File: config.mk
export PLATFORM = sky130hd
export DESIGN_NAME = dmem_port_arbiter
export DESIGN_NICKNAME = d
export VERILOG_FILES = /design/src/rtl/dmem_port_arbiter.sv
export SDC_FILE = /design/constraint.sdc
export NUM_CORES = 1
export LEC_CHECK = 0
export ABC_CLOCK_PERIOD_IN_PS = 4600
export CAP_MARGIN = 20
export CORE_ASPECT_RATIO = 0.9
export CORE_MARGIN = 10
export CORE_UTILIZATION = 25
export DETAILED_ROUTE_END_ITERATION = 12
export GPL_TIMING_DRIVEN = 0
export PLACE_DENSITY_LB_ADDON = 0.15
export SETUP_SLACK_MARGIN = 0.4
export SYNTH_ARGS = -nofsm -noshare
export SYNTH_HDL_FRONTEND = slang
export SYNTH_SLANG_ARGS = --single-unit
File: constraint.sdc
create_clock -name clk -period 4.6 [get_ports clk]
set_input_delay 0.69 -clock clk [delete_from_list [all_inputs] [get_ports clk]]
set_output_delay 0.69 -clock clk [all_outputs]
set_load 0.02 [all_outputs]
File: src/rtl/dmem_port_arbiter.sv
// Data BRAM port arbiter: one access per cycle between the speculative
// load pipe and the committed-store drain. Stores win on same-word
// conflicts and after STARVE_LIMIT denied cycles; load data returns one
// cycle after grant carrying the load's tag.
module dmem_port_arbiter #(
  parameter int MEM_AW       = 10,
  parameter int TAG_W        = 6,
  parameter int STARVE_LIMIT = 4
) (
  input  logic              clk,
  input  logic              rst,
  input  logic              flush,
  input  logic              ld_req_valid,
  output logic              ld_req_ready,
  input  logic [31:0]       ld_req_addr,
  input  logic [TAG_W-1:0]  ld_req_tag,
  output logic              ld_resp_valid,
  output logic [TAG_W-1:0]  ld_resp_tag,
  output logic [31:0]       ld_resp_data,
  input  logic              st_req_valid,
  output logic              st_req_ready,
  input  logic [31:0]       st_req_addr,
  input  logic [31:0]       st_req_wdata,
  input  logic [3:0]        st_req_be,
  output logic              st_starved,
  output logic              mem_en,
  output logic [3:0]        mem_we,
  output logic [MEM_AW-1:0] mem_addr,
  output logic [31:0]       mem_wdata,
  input  logic [31:0]       mem_rdata
);

  localparam int CNT_W = $clog2(STARVE_LIMIT + 1);
  localparam logic [CNT_W-1:0] CNT_MAX = CNT_W'(STARVE_LIMIT);

  logic              infl_valid_q, infl_valid_d;
  logic [TAG_W-1:0]  infl_tag_q, infl_tag_d;
  logic [CNT_W-1:0]  starve_cnt_q, starve_cnt_d;

  logic              ld_ok, st_ok, same_word, grant_ld, grant_st;
  logic [MEM_AW-1:0] ld_word, st_word;

  // Byte-offset and above-depth address bits are don't-care for the BRAM.
  logic unused_addr_bits;
  assign unused_addr_bits = ^{ld_req_addr[31:MEM_AW+2], ld_req_addr[1:0],
                              st_req_addr[31:MEM_AW+2], st_req_addr[1:0]};

  // Grant: store wins when uncontested, starved, or hitting the load's word
  // (so a following load observes the freshly written data).
  always_comb begin
    ld_word    = ld_req_addr[MEM_AW+1:2];
    st_word    = st_req_addr[MEM_AW+1:2];
    ld_ok      = ld_req_valid & ~flush & ~rst;
    st_ok      = st_req_valid & ~rst;
    same_word  = (ld_word == st_word);
    st_starved = (starve_cnt_q == CNT_MAX);
    grant_st   = st_ok & (~ld_ok | st_starved | same_word);
    grant_ld   = ld_ok & ~grant_st;
  end

  // BRAM drive and request handshakes.
  always_comb begin
    ld_req_ready = grant_ld;
    st_req_ready = grant_st;
    mem_en       = grant_ld | grant_st;
    mem_we       = grant_st ? st_req_be : 4'b0000;
    mem_addr     = grant_st ? st_word : ld_word;
    mem_wdata    = grant_st ? st_req_wdata : 32'd0;
  end

  // Response path: fixed 1-cycle latency, flush kills the returning load.
  always_comb begin
    ld_resp_valid = infl_valid_q & ~flush & ~rst;
    ld_resp_tag   = infl_tag_q;
    ld_resp_data  = mem_rdata;
  end

  // Next-state for in-flight tracking and store starvation counter.
  always_comb begin
    infl_valid_d = grant_ld;
    infl_tag_d   = ld_req_tag;
    starve_cnt_d = starve_cnt_q;
    if (!st_req_valid || grant_st)
      starve_cnt_d = '0;
    else if (starve_cnt_q != CNT_MAX)
      starve_cnt_d = starve_cnt_q + 1'b1;
  end

  // State registers; async reset drops any in-flight load.
  always_ff @(posedge clk or posedge rst) begin
    if (rst) begin
      infl_valid_q <= 1'b0;
      infl_tag_q   <= '0;
      starve_cnt_q <= '0;
    end else begin
      infl_valid_q <= infl_valid_d;
      infl_tag_q   <= infl_tag_d;
      starve_cnt_q <= starve_cnt_d;
    end
  end

endmodule

==> impl_metrics.env <==
export IMPL_path_class="in2out"
export IMPL_clock_sinks=10
export IMPL_path_delay_family="buffers and inverters"
export IMPL_dp_hpwl_um=6600
export IMPL_p_switching_mw=0.173
export IMPL_clk_insertion_delay_late_ns=0.23
export IMPL_cp_num_buf_inv=4
export IMPL_postSynthCellCount=211
export IMPL_wl_per_cell_um=18.0
export IMPL_die_area_um2=9670
export IMPL_end_kind="output port"
export IMPL_overflow=0
export IMPL_p_comb_share_pct=62.1
export IMPL_layout_commonest_cell="clkdlybuf4s50_1"
export IMPL_ys_seq_area_share_pct=16.3
export IMPL_relSlewSlack_pct=60.6
export IMPL_period_share_pct=83.9
export IMPL_postCtsSetupRepairBufs=0
export IMPL_leakagePower_nw=1.51
export IMPL_postCtsResizedCells=0
export IMPL_dieHeight_um=94.3
export IMPL_min_path_cells=2
export IMPL_synth_fp_nets=356
export IMPL_io_buffer_count=155
export IMPL_worstReg2RegStart="starve_cnt_q[0]$_DFFE_PP0P_"
export IMPL_required_ns=3.91
export IMPL_grt_pass1_vias=2247
export IMPL_vdd_drop_max_mv=0.0844
export IMPL_drt_iter0_markers=75
export IMPL_setup_viol=0
export IMPL_netlist_cell_type_count=28
export IMPL_final_instance_count_excl_fill=439
export IMPL_slew_violations=0
export IMPL_powerDensity_nw_per_um2=152
export IMPL_finalHoldViolations=0
export IMPL_yosysWarnings=0
export IMPL_rows=26
export IMPL_timing_rr_end="starve_cnt_q[0]$_DFFE_PP0P_"
export IMPL_final_cell_mix="155 x clkdlybuf4s50_1, 47 x and3_1, 36 x buf_4"
export IMPL_numCtsBuffers=3
export IMPL_synth_seq_cells=10
export IMPL_r2r_slack_ns=2.86
export IMPL_rr_worst_depth=7
export IMPL_dp_cells=436
export IMPL_drive_gt1_share_pct=12.5
export IMPL_outcome="finished clean"
export IMPL_cp_slowest_cell="clkdlybuf4s50_1"
export IMPL_antenna_found_initial=0
export IMPL_skew_ns=0.000941
export IMPL_nNetsFinal=516
export IMPL_routed_wl_um=7890
export IMPL_min_period_ns=3.86
export IMPL_crit_arrival_ns=3.17
export IMPL_hold_class="reg2reg"
export IMPL_clkPwrFrac_pct=18.4
export IMPL_area_delta_synth_final_pct=110
export IMPL_grt_max_degree=12
export IMPL_cp_max_fo=10
export IMPL_final_antenna_net_count=0
export IMPL_start_util_pct=26.3
export IMPL_gp_congestion=0.777
export IMPL_h_tree_depth=1
export IMPL_swShare_pct=35.3
export IMPL_fin_tns_setup_ns=0
export IMPL_worstHoldStart="starve_cnt_q[2]$_DFFE_PP0P_"
export IMPL_critPathLaunchType="input pin"
export IMPL_cts_tree="done"
export IMPL_rsz0062_at_grt="false"
export IMPL_grt_pass1_wl_um=11500
export IMPL_root_buffer="clkbuf_8"
export IMPL_boundaryPins=232
export IMPL_cts_buffer_depth=2
export IMPL_tightest_slew_ns=0.591
export IMPL_viasPerCell=4.81
export IMPL_holdPathEnd="starve_cnt_q[2]$_DFFE_PP0P_"
export IMPL_clock_fmax_ghz=0.259
export IMPL_maxCapViolCount=0
export IMPL_syn_area_per_cell_um2=7.26
export IMPL_core_area_um2=5820
export IMPL_p_seq_share_pct=19.5
export IMPL_ctsHoldBuffers=0
export IMPL_drc_errors=0
export IMPL_crit_path_cell_trace="clkdlybuf4s50_1 > and2b_1 > clkbuf_1 > clkbuf_1 > and3_1 > clkdlybuf4s50_1"
export IMPL_cts_clk_slew_worst_paths_ns=0.05
export IMPL_syn_area_um2=1530
export IMPL_vias=2112
export IMPL_critPathMaxStageDelay_ns=0.62
export IMPL_die_w_um=103
export IMPL_grtUsageTotal_pct=14.6
export IMPL_antenna_cells=0
export IMPL_drtPass1Iterations=4
export IMPL_intPower_mw=0.317
## layout make-up
class	count	area, µm²
timing repair buffer	155	1550
inverter	5	18.8
tap	70	87.6
sequential	10	250
multi-input combinational	145	932
clock buffer	3	41.3
fill	549	2610
buffer	51	332
## cell families (layout without fill, tap and decap cells)
group | after synthesis | after routing | synth area share (%)
compound gates | 37 | 37 | 17.6
mux | 1 | 1 | 0.735
buf+inv | 56 | 214 | 22.9
simple gates | 94 | 94 | 34.5
flops | 10 | 10 | 16.3
fa+ha+maj | 2 | 2 | 1.63
xor+xnor | 11 | 11 | 6.29
## cells in the mapped netlist, drive strengths merged
cell type  count  area, µm²
and3          47        294
buf           40        289
nand2         24       90.1
a21oi         14       70.1
clkbuf        11       42.5
a211o         10       87.6
dfrtp         10        250
nand3         10       50.1
o221ai        10       87.6
xor2          10       87.6
inv            5       18.8
nor2           4       15.0
and2           3       18.8
ha             2       25.0
nor4           2       27.5
a21boi         1       7.51
a41o           1       10.0
and2b          1       7.51
mux2           1       11.3
nand2b         1       6.26
nand3b         1       7.51
nor3b          1       12.5
o211ai         1       7.51
xnor2          1       8.76
## state kept, by name (all words and copies together) (netlist names)
signal and flops:
starve_cnt_q 3, infl_valid_q 1, ld_resp_tag 6
## layer usage
metal  global-route usage, %  up-vias  share of wire [%]
li1                        -     1034                  -
met1                    14.9      938                 33
met2                    25.4      136                 49
met3                    8.46        4                 17
met4                    2.82        0               0.43
met5                       0        -                  0
## worst min-delay path, stage by stage, from the launching register on
cell and delay [ns]:
dfrtp_1 0.36, o211ai_1 0.10, a21oi_1 0.11
## power by group through the flow
stage	clock network, mW	logic, mW	registers, mW
6_report	0.0902	0.304	0.0953
5_1_grt	0.0963	0.325	0.0958
4_1_cts	0.0916	0.307	0.0954
3_5_place_dp	0	0.305	0.0968
3_3_place_gp	0	0.303	0.0963
2_1_floorplan	0	0.141	0.0998
## through the flow
stage	setup WS (ns)	power [mW]	hold WS [ns]	cell area [µm²]	util, %
6_report	0.740	0.490	0.619	3210	55.2
5_1_grt	0.598	0.517	0.651	3210	55.2
4_1_cts	0.762	0.494	0.620	3210	55.2
3_5_place_dp	0.760	0.402	0.606	3170	54.5
3_3_place_gp	0.737	0.399	0.573	3170	54.5
2_1_floorplan	1.95	0.241	0.535	1530	-
## worst max path at each step
stage / endpoint / depth (start not counted) / startpoint / slack, ns
6_report: mem_wdata[15] / 6 / st_req_valid / 0.74
5_1_grt: mem_wdata[21] / 6 / st_req_valid / 0.60
4_1_cts: mem_wdata[15] / 6 / st_req_valid / 0.76
3_5_place_dp: mem_wdata[15] / 6 / st_req_valid / 0.76
3_3_place_gp: mem_wdata[23] / 6 / st_req_valid / 0.74
2_1_floorplan: ld_req_ready / 5 / st_req_addr[3] / 1.95
Note: power is estimated with default switching activity, not from simulation.
